===== src/rtl/mem_bus_pkg.sv =====
// Shared definitions for the cache-to-memory bus: state encoding, default
// widths and requester port indices.
package mem_bus_pkg;

  localparam int AW_DEF        = 16;
  localparam int DW_DEF        = 8;
  localparam int BURST_LEN_DEF = 4;

  localparam int PORT_ICACHE = 0;
  localparam int PORT_DCACHE = 1;

  typedef logic [1:0] mem_state_t;

  localparam mem_state_t ST_IDLE  = 2'd0;
  localparam mem_state_t ST_GRANT = 2'd1;
  localparam mem_state_t ST_DONE  = 2'd2;

endpackage


===== src/rtl/rr_arb2.sv =====
// Two-input round-robin picker: a lone requester always wins, contention is
// resolved in favour of the port named by rr_ptr.
module rr_arb2 (
  input  logic [1:0] req,
  input  logic       rr_ptr,
  output logic [1:0] win
);

  always_comb begin
    win = 2'b00;
    case (req)
      2'b01:   win = 2'b01;
      2'b10:   win = 2'b10;
      2'b11:   win = rr_ptr ? 2'b10 : 2'b01;
      default: win = 2'b00;
    endcase
  end

endmodule


===== src/rtl/mem_arbiter_2port.sv =====
// Shares one burst-oriented memory port between the I-cache (port 0) and the
// D-cache (port 1); the granted port owns the bus until its burst completes.
module mem_arbiter_2port
  import mem_bus_pkg::*;
#(
  parameter int AW        = AW_DEF,
  parameter int DW        = DW_DEF,
  parameter int BURST_LEN = BURST_LEN_DEF
) (
  input  logic          clock,
  input  logic          reset,
  input  logic          rd_0,
  input  logic          wr_0,
  input  logic [AW-1:0] addr_0,
  input  logic [DW-1:0] wdata_0,
  output logic [DW-1:0] rdata_0,
  output logic          ready_0,
  input  logic          rd_1,
  input  logic          wr_1,
  input  logic [AW-1:0] addr_1,
  input  logic [DW-1:0] wdata_1,
  output logic [DW-1:0] rdata_1,
  output logic          ready_1,
  output logic [AW-1:0] addr_mem,
  output logic          rd_mem,
  output logic          wr_mem,
  output logic [DW-1:0] wdata_mem,
  input  logic [DW-1:0] rdata_mem,
  input  logic          ready_mem,
  output logic [1:0]    gnt,
  output logic          busy,
  output mem_state_t    state_dbg
);

  localparam int BW = $clog2(BURST_LEN);
  localparam logic [BW-1:0] BEAT_ONE  = BW'(1);
  localparam logic [BW-1:0] BEAT_LAST = BW'(BURST_LEN - 1);

  // Handshake: a requester raises rd_x/wr_x and holds it; every cycle with
  // ready_x=1 is one completed beat (write data consumed or read data valid),
  // and after the BURST_LEN-th ready_x the requester may drop its request.

  mem_state_t      state;
  logic [BW-1:0]   beat;
  logic            rr_ptr;
  logic [1:0]      req;
  logic [1:0]      win;
  logic            win_wr;
  logic [AW-BW-1:0] win_line;
  logic            unused_addr_low;

  assign req      = {rd_1 | wr_1, rd_0 | wr_0};
  assign win_wr   = win[1] ? wr_1 : wr_0;
  assign win_line = win[1] ? addr_1[AW-1:BW] : addr_0[AW-1:BW];
  assign unused_addr_low = ^{addr_0[BW-1:0], addr_1[BW-1:0]};

  rr_arb2 u_rr_arb2 (
    .req    (req),
    .rr_ptr (rr_ptr),
    .win    (win)
  );

  always_ff @(posedge clock) begin
    if (reset) begin
      state    <= ST_IDLE;
      beat     <= '0;
      rr_ptr   <= 1'b0;
      gnt      <= 2'b00;
      rd_mem   <= 1'b0;
      wr_mem   <= 1'b0;
      addr_mem <= '0;
    end else begin
      case (state)
        ST_IDLE: begin
          if (|req) begin
            // Type is latched here; write wins so a write-back precedes its fill.
            gnt      <= win;
            wr_mem   <= win_wr;
            rd_mem   <= ~win_wr;
            addr_mem <= {win_line, {BW{1'b0}}};
            beat     <= '0;
            state    <= ST_GRANT;
          end
        end
        ST_GRANT: begin
          if (ready_mem) begin
            beat               <= beat + BEAT_ONE;
            addr_mem[BW-1:0]   <= beat + BEAT_ONE;
            if (beat == BEAT_LAST) begin
              rd_mem <= 1'b0;
              wr_mem <= 1'b0;
              gnt    <= 2'b00;
              rr_ptr <= gnt[0];
              state  <= ST_DONE;
            end
          end
        end
        ST_DONE: state <= ST_IDLE;
        default: state <= ST_IDLE;
      endcase
    end
  end

  assign ready_0   = ready_mem & gnt[0] & (state == ST_GRANT);
  assign ready_1   = ready_mem & gnt[1] & (state == ST_GRANT);
  assign rdata_0   = rdata_mem;
  assign rdata_1   = rdata_mem;
  assign wdata_mem = gnt[1] ? wdata_1 : wdata_0;
  assign busy      = (state == ST_GRANT) || (state == ST_DONE);
  assign state_dbg = state;

endmodule


===== config.mk =====
export PLATFORM = sky130hd
export DESIGN_NAME = mem_arbiter_2port
export DESIGN_NICKNAME = d
export VERILOG_FILES = /design/src/rtl/mem_bus_pkg.sv /design/src/rtl/rr_arb2.sv /design/src/rtl/mem_arbiter_2port.sv
export SDC_FILE = /design/constraint.sdc
export NUM_CORES = 1
export LEC_CHECK = 0
export CAP_MARGIN = 25
export CORE_ASPECT_RATIO = 2
export CORE_MARGIN = 2
export CORE_UTILIZATION = 35
export CTS_BUF_LIST = sky130_fd_sc_hd__clkbuf_4 sky130_fd_sc_hd__clkbuf_8
export CTS_CLUSTER_DIAMETER = 150
export CTS_CLUSTER_SIZE = 24
export DETAILED_ROUTE_END_ITERATION = 7
export GPL_TIMING_DRIVEN = 0
export PLACE_DENSITY = 0.82
export SLEW_MARGIN = 30
export SYNTH_ARGS = -nofsm -noshare
export SYNTH_HDL_FRONTEND = slang
export SYNTH_HIERARCHICAL = 1
export SYNTH_SLANG_ARGS = --single-unit

===== constraint.sdc =====
create_clock -name clock -period 1.9 [get_ports clock]
set_input_delay 0.38 -clock clock [delete_from_list [all_inputs] [get_ports clock]]
set_output_delay 0.38 -clock clock [all_outputs]
set_load 0.02 [all_outputs]

==> metrics.md, run 1 <==
| Metric | Value |
|---|---|
| Sequential Power Share | `35.7%` |
| GRT Total Usage | `around 16%` |
| Post-Syn Nets | `224` |
| Overall routed net length | `3.94 mm` |
| Avg WL per Cell | `12.6 um` |
| Unrepaired setup endpoints after global routing | `false` |
| Startpoint Class | `flip-flop` |
| Layout Utilization | `61.6%` |
| Drt first pass iters | `4` |
| Final critical-path required period | `1.81 ns` |
| CORE AREA | `about 4300 um^2` |
| # rows | `34` |
| Post-DP HPWL | `3.30 mm` |
| Detail Route Antenna Nets | `0` |
| TritonCTS Sinks | `23` |
| Comb pwr share | `45.4%` |
| ANT cells | `0` |
| Critical Path AT | `between 1 and 1.5 ns` |
| Fin crit share | `95.5%` |
| Final GP Congestion | `0.758` |
| Number of H-tree levels | `1` |
| Most common cell after layout, fill and taps aside | `clkdlybuf4s50_1` |
| Clock share of power | `between 10% and 20%` |
| Num CTS Buffers | `3` |
| Critical path class | `flip-flop to output pin` |
| CTS tree | `built` |
| Crit-path cells | `buf_6 -> mux2_2 -> dlygate4sd2_1` |
| Placed insts | `308` |
| Die area | `4970 um^2` |
| Clock Tree Root | `clkbuf_8` |
| Fraction of the yosys area taken by sequential cells | `roughly 30%` |
| Worst-Skew Late Latency | `0.26 ns` |
| PwrDens | `607 nW/um^2` |
| Vias in the first global route | `1444` |
| Final setup violating endpoints | `0` |
| Net switching power | `529 uW` |
| Ports | `roughly 110` |
| Hold Violations, Final | `0` |
| Clock transition at the registers of the reported paths | `~0.080 ns` |
| CP required | `1.52 ns` |
| Setup TNS | `0 ns` |
| Die Span Y | `97.7 um` |
| Leak | `between 0.001 and 0.0015 uW` |
| Yosys Warn Count | `6` |
| Pin count of the biggest net entering global routing | `14` |
| Cell count after synthesis | `157` |
| DRC Markers | `0` |
| Slowest CP cell | `dfxtp_1` |
| Internal power | `~1100 uW` |
| Worst-Margin Slew | `0.651 ns` |
| Power, Total | `1610 uW` |
| PortBufs | `between 90 and 100` |
| P&R area growth vs syn | `72.3%` |
| Crit path capture type | `output pin` |
| Avg Cell Area, Syn | `9.79 um^2` |
| Hold Slack | `just under 0.5 ns` |
| Most frequent cells in the layout | `clkdlybuf4s50_1 (82), dfxtp_1 (22), buf_4 (18), mux2i_1 (18), nor2_1 (17)` |
| Switching share of power | `32.9%` |
| First-pass GRT wire length | `a little over 6 mm` |
| Worst VDD drop | `0.320 mV` |
| Initial antenna violation count | `0` |
| Vias | `1520` |
| Reg2reg setup slack | `0.19 ns` |
| Clock buffer depth | `2` |
| Fin Clk Skew | `0.00408 ns` |
| Worst hold path class | `input port to flip-flop` |
| Vias per cell | `4.87` |
| Synthesis-stage register bit count | `23` |
| Starting Density | `roughly 36%` |
| Post-CTS Hold Fix Bufs | `0` |
| Layout Cells excl Fill | `312` |
| Worst path max stage delay | `0.36 ns` |
| Outcome | `finished clean` |
| Max-cap viol count | `0` |
| Synthesized area | `around 1500 um^2` |
| Max Clock Freq | `roughly 550 MHz` |
| DR iter-0 viols | `14` |
| Final slew viol count | `0` |
| Layout cells sized above 1 | `24.0%` |
| Slew Limit Headroom | `56.6%` |
| CP max FO | `10` |
| Fillers | `391` |
| Layout Nets | `326` |
| GR Overflow Total | `0` |
| Synth unique cells | `36` |
| Die width | `50.9 um` |
==> metrics by stage <==
step / instance area (um^2) / worst slack, ns
after global placement: 2580 / -0.574
after CTS: 2640 / 0.00383
final: 2650 / 0.0859
after floorplan: 1540 / 0.205
after detailed placement: 2580 / -0.623
after global routing: 2650 / 0.00467
==> cells in the mapped netlist, drive strengths merged <==
master	count	area, um^2
a211o	1	8.76
a211oi	17	210
a21bo	1	10.0
a21boi	2	15.0
a21oi	3	15.0
a31oi	1	6.26
and3	2	12.5
buf	25	183
clkbuf	3	11.3
dfxtp	23	460
ha	4	50.1
inv	5	18.8
mux2	10	116
mux2i	19	190
nand2	3	11.3
nand2b	5	31.3
nand3	3	15.0
nand4b	1	8.76
nor2	17	63.8
nor2b	2	12.5
nor3	1	5.00
nor4	1	21.3
o2111ai	1	8.76
o211ai	1	7.51
o21ai	1	5.00
o221ai	1	8.76
o41a	1	11.3
or2	2	12.5
or4	1	7.51
==> state kept, by name, indices dropped and copies added, names as in the netlist <==
register   flops
rd_mem         1
gnt            2
rr_ptr         1
beat           2
addr_mem      14
state_dbg      2
wr_mem         1
==> critical path: cells and delay by family (launching register included) <==
family,cells,cell delay (ns)
buf+inv,2,0.48
flops,1,0.36
mux,1,0.33
==> power groups by stage <==
stage | logic (uW) | registers, uW | clock network (uW)
finish | 729 | 573 | 305
global route | 779 | 581 | 325
CTS | 741 | 574 | 310
detailed placement | 744 | 583 | 0
global placement | 737 | 582 | 0
floorplan | 352 | 647 | 0
==> final cells by class <==
class | count | area (um^2) | area share (%)
Buffer | 27 | 206 | 7.79
Inverter | 5 | 18.8 | 0.709
Timing Repair Buffer | 98 | 967 | 36.5
Clock buffer | 3 | 41.3 | 1.56
Sequential cell | 23 | 462 | 17.4
Tap cell | 54 | 67.6 | 2.55
Clock inverter | 1 | 5.00 | 0.189
Multi-Input combinational cell | 101 | 881 | 33.3
==> routing by layer <==
metal  vias up  routed length [um]  track usage, %
met2        87                2180            30.9
met4         0                  55            6.24
li1        743                   -               -
met1       686                1320            14.6
met3         4                 387            4.28
met5         -                   0               0
==> kinds of logic after synthesis <==
| kind of cell | Yosys count | synth area share [%] |
|---|---|---|
| AO/OA/AOI/OAI | 30 | 19.9 |
| adder cells (fa/ha/maj) | 4 | 3.25 |
| buffers and inverters | 33 | 13.8 |
| flip-flops | 23 | 29.9 |
| multiplexers | 29 | 19.9 |
| AND/OR/NAND/NOR | 38 | 13.1 |
==> worst paths after layout <==
path / from / endpoint / depth (start not counted)
hold reg to reg: wr_mem / wr_mem / 2
setup reg to reg: state_dbg[1] / rd_mem / 6
hold / removal: ready_mem / state_dbg[1] / 3
setup / recovery: gnt[1] / wdata_mem[0] / 3
==> what timing repair did <==
item / CTS / global route
gates resized for setup: 22 / 4
gates cloned: 0 / 0
buffers inserted: 1 / 0
hold endpoints to repair: 0 / 0
endpoints found under the setup margin: 23 / 17
No activity file was read; power rests on OpenSTA's default activity.
==> run 2: changes to the inputs <==
- CORE_ASPECT_RATIO: 2 -> 0.8
==> run 2 against run 1 <==
Effect of this change: clock power increased by 6%; flip-flop and latch count unchanged; sequential power about the same; critical path depth unchanged; final cell count increased by 0.96%; worst hold slack improved by 0.015 ns; non-clock buffer count unchanged; clock-buffer cell count increased by 1; cell area increased by 0.57%; maximum frequency decreased by 0.54%; clock skew increased by 0.00062 ns; largest cell class unchanged; largest power group unchanged; highest routed layer unchanged.
==> metrics.md, run 2 (synthesis results as in run 1) <==
| Metric | Value |
|---|---|
| Layout cells sized above 1 | `24.0% (unchanged)` |
| Clock buffer depth | `2 (unchanged)` |
| PwrDens | `615 nW/um^2 (was 607 nW/um^2)` |
| DRC Markers | `0 (unchanged)` |
| Final slew viol count | `0 (unchanged)` |
| Reg with most FFs | `addr_mem (unchanged)` |
| Startpoint Class | `flip-flop (unchanged)` |
| Ports | `112 (unchanged)` |
| Power, Total | `1640 uW (was 1610 uW)` |
| First-pass GRT wire length | `7.09 mm (was 6.15 mm)` |
| Critical path class | `flip-flop to output pin (unchanged)` |
| Hold Violations, Final | `0 (unchanged)` |
| PortBufs | `97 (unchanged)` |
| Layout Cells excl Fill | `315 (was 312)` |
| Max reg flops | `14 (unchanged)` |
| Drt first pass iters | `4 (unchanged)` |
| Num CTS Buffers | `3 (unchanged)` |
| Worst-Margin Slew | `0.695 ns (was 0.651 ns)` |
| Crit path capture type | `output pin (unchanged)` |
| Die area | `4940 um^2 (was 4970 um^2)` |
| ANT cells | `0 (unchanged)` |
| Most common cell after layout, fill and taps aside | `clkdlybuf4s50_1 (unchanged)` |
| Max-cap viol count | `0 (unchanged)` |
| Final critical-path required period | `1.82 ns (was 1.81 ns)` |
| Worst-Skew Late Latency | `0.26 ns (about the same)` |
| Starting Density | `36.6% (was 35.8%)` |
| Post-DP HPWL | `3.53 mm (was 3.30 mm)` |
| Reg2reg setup slack | `0.17 ns (was 0.19 ns)` |
| Overall routed net length | `4.47 mm (was 3.94 mm)` |
| Placed insts | `311 (was 308)` |
| Detail Route Antenna Nets | `0 (unchanged)` |
| CP required | `1.52 ns (about the same)` |
| Unrepaired setup endpoints after global routing | `false (unchanged)` |
| R2R depth | `6 (unchanged)` |
| Fin Clk Skew | `0.00470 ns (was 0.00408 ns)` |
| Worst setup path end | `wdata_mem[4] (was wdata_mem[0])` |
| CP startpoint | `gnt[1] (unchanged)` |
| Post-CTS Hold Fix Bufs | `0 (unchanged)` |
| Die width | `78.1 um (was 50.9 um)` |
| Leak | `0.00107 uW (was 0.00106 uW)` |
| Vias | `1471 (was 1520)` |
| Fillers | `386 (was 391)` |
| Outcome | `finished clean (unchanged)` |
| P&R area growth vs syn | `73.2% (was 72.3%)` |
| Pin count of the biggest net entering global routing | `13 (was 14)` |
| Final setup violating endpoints | `0 (unchanged)` |
| Clock Tree Root | `clkbuf_8 (unchanged)` |
| GR Overflow Total | `0 (unchanged)` |
| Slew Limit Headroom | `53.7% (was 56.6%)` |
| Final GP Congestion | `0.774 (was 0.758)` |
| Worst R2R Start | `state_dbg[1] (unchanged)` |
| # rows | `21 (was 34)` |
| Clock transition at the registers of the reported paths | `0.08 ns (about the same)` |
| Vias per cell | `4.67 (was 4.87)` |
| CORE AREA | `4200 um^2 (was 4300 um^2)` |
| RR Endpoint | `rd_mem (unchanged)` |
| Most frequent cells in the layout | `clkdlybuf4s50_1 (82), dfxtp_1 (22), buf_4 (18), mux2i_1 (18), nor2_1 (17) (unchanged)` |
| CTS tree | `built (unchanged)` |
| Initial antenna violation count | `0 (unchanged)` |
| Number of H-tree levels | `1 (unchanged)` |
| Max Clock Freq | `548 MHz (was 551 MHz)` |
| Fin crit share | `96.0% (was 95.5%)` |
| DR iter-0 viols | `35 (was 14)` |
| TritonCTS Sinks | `23 (unchanged)` |
| Die Span Y | `63.3 um (was 97.7 um)` |
| Worst hold path class | `flip-flop to flip-flop (was input port to flip-flop)` |
| GRT Total Usage | `17.7% (was 15.8%)` |
| Avg WL per Cell | `14.2 um (was 12.6 um)` |
| CP max FO | `10 (unchanged)` |
| Layout Nets | `326 (unchanged)` |
| Vias in the first global route | `1441 (was 1444)` |
| Critical Path AT | `1.44 ns (was 1.43 ns)` |
| Worst VDD drop | `0.365 mV (was 0.320 mV)` |
## run 2: changes by cell type in the layout (fill, tap and decap cells not counted), sizes merged
cell,change
clkinv,-1
clkbuf,+1
dlygate4sd2,-2
clkdlybuf4s15,+1
dlymetal6s2s,+1
## run 2: report_power, final
part           internal (uW)  leakage [uW]  switching (uW)
combinational            395      0.000849             347
clock                    164     0.0000262             158
sequential               538      0.000190            35.0
total                   1100       0.00107             540
## run 2: what timing repair did
item                       CTS  global route
resized for setup           22             6
buffers inserted             1             0
setup endpoints to repair   23            12
pin swaps                    0             0
## run 2: stage by stage
stage | setup TNS, ns | utilization [%] | cell area [um^2] | hold slack (ns) | setup WS (ns)
after floorplan | 0 | - | 1540 | 0.481 | 0.205
after global placement | -8.14 | 61.4 | 2580 | 0.464 | -0.557
after detailed placement | -8.61 | 61.4 | 2580 | 0.480 | -0.606
after CTS | 0 | 63.1 | 2650 | 0.493 | 0.0234
after global routing | 0 | 63.4 | 2660 | 0.507 | 0.00240
final | 0 | 63.4 | 2660 | 0.497 | 0.0761
## run 2: cell type report
type	count	area (um^2)	share of cell area, %
buffer	27	210	7.89
clock buffer	4	48.8	1.83
inverter	5	18.8	0.705
multi-input combinational	101	881	33.1
sequential	23	462	17.3
tap	57	71.3	2.68
timing repair buffer	98	972	36.5
## run 2: worst min-delay path by stage
| stage | start | end | slack [ns] | cells after the start |
|---|---|---|---|---|
| global route | ready_mem | state_dbg[1] | 0.51 | 3 |
| floorplan | rr_ptr | rr_ptr | 0.48 | 2 |
| global placement | wr_mem | wr_mem | 0.46 | 2 |
| detailed placement | wr_mem | wr_mem | 0.48 | 2 |
| CTS | ready_mem | state_dbg[1] | 0.49 | 3 |
| finish | wr_mem | wr_mem | 0.50 | 2 |
## run 2: per-layer routing
metal / up-vias / track usage (%) / share of wire, %
met4: 0 / 2.63 / 0.18
met2: 38 / 32.1 / 52
met1: 689 / 22.0 / 43
met5: - / 0 / 0
met3: 2 / 3.72 / 4.2
li1: 742 / - / -
## run 2: worst max-delay path, stage by stage, from the launching register on
cell,delay [ns]
dfxtp_1,0.36
buf_6,0.16
mux2_2,0.33
dlygate4sd2_1,0.33
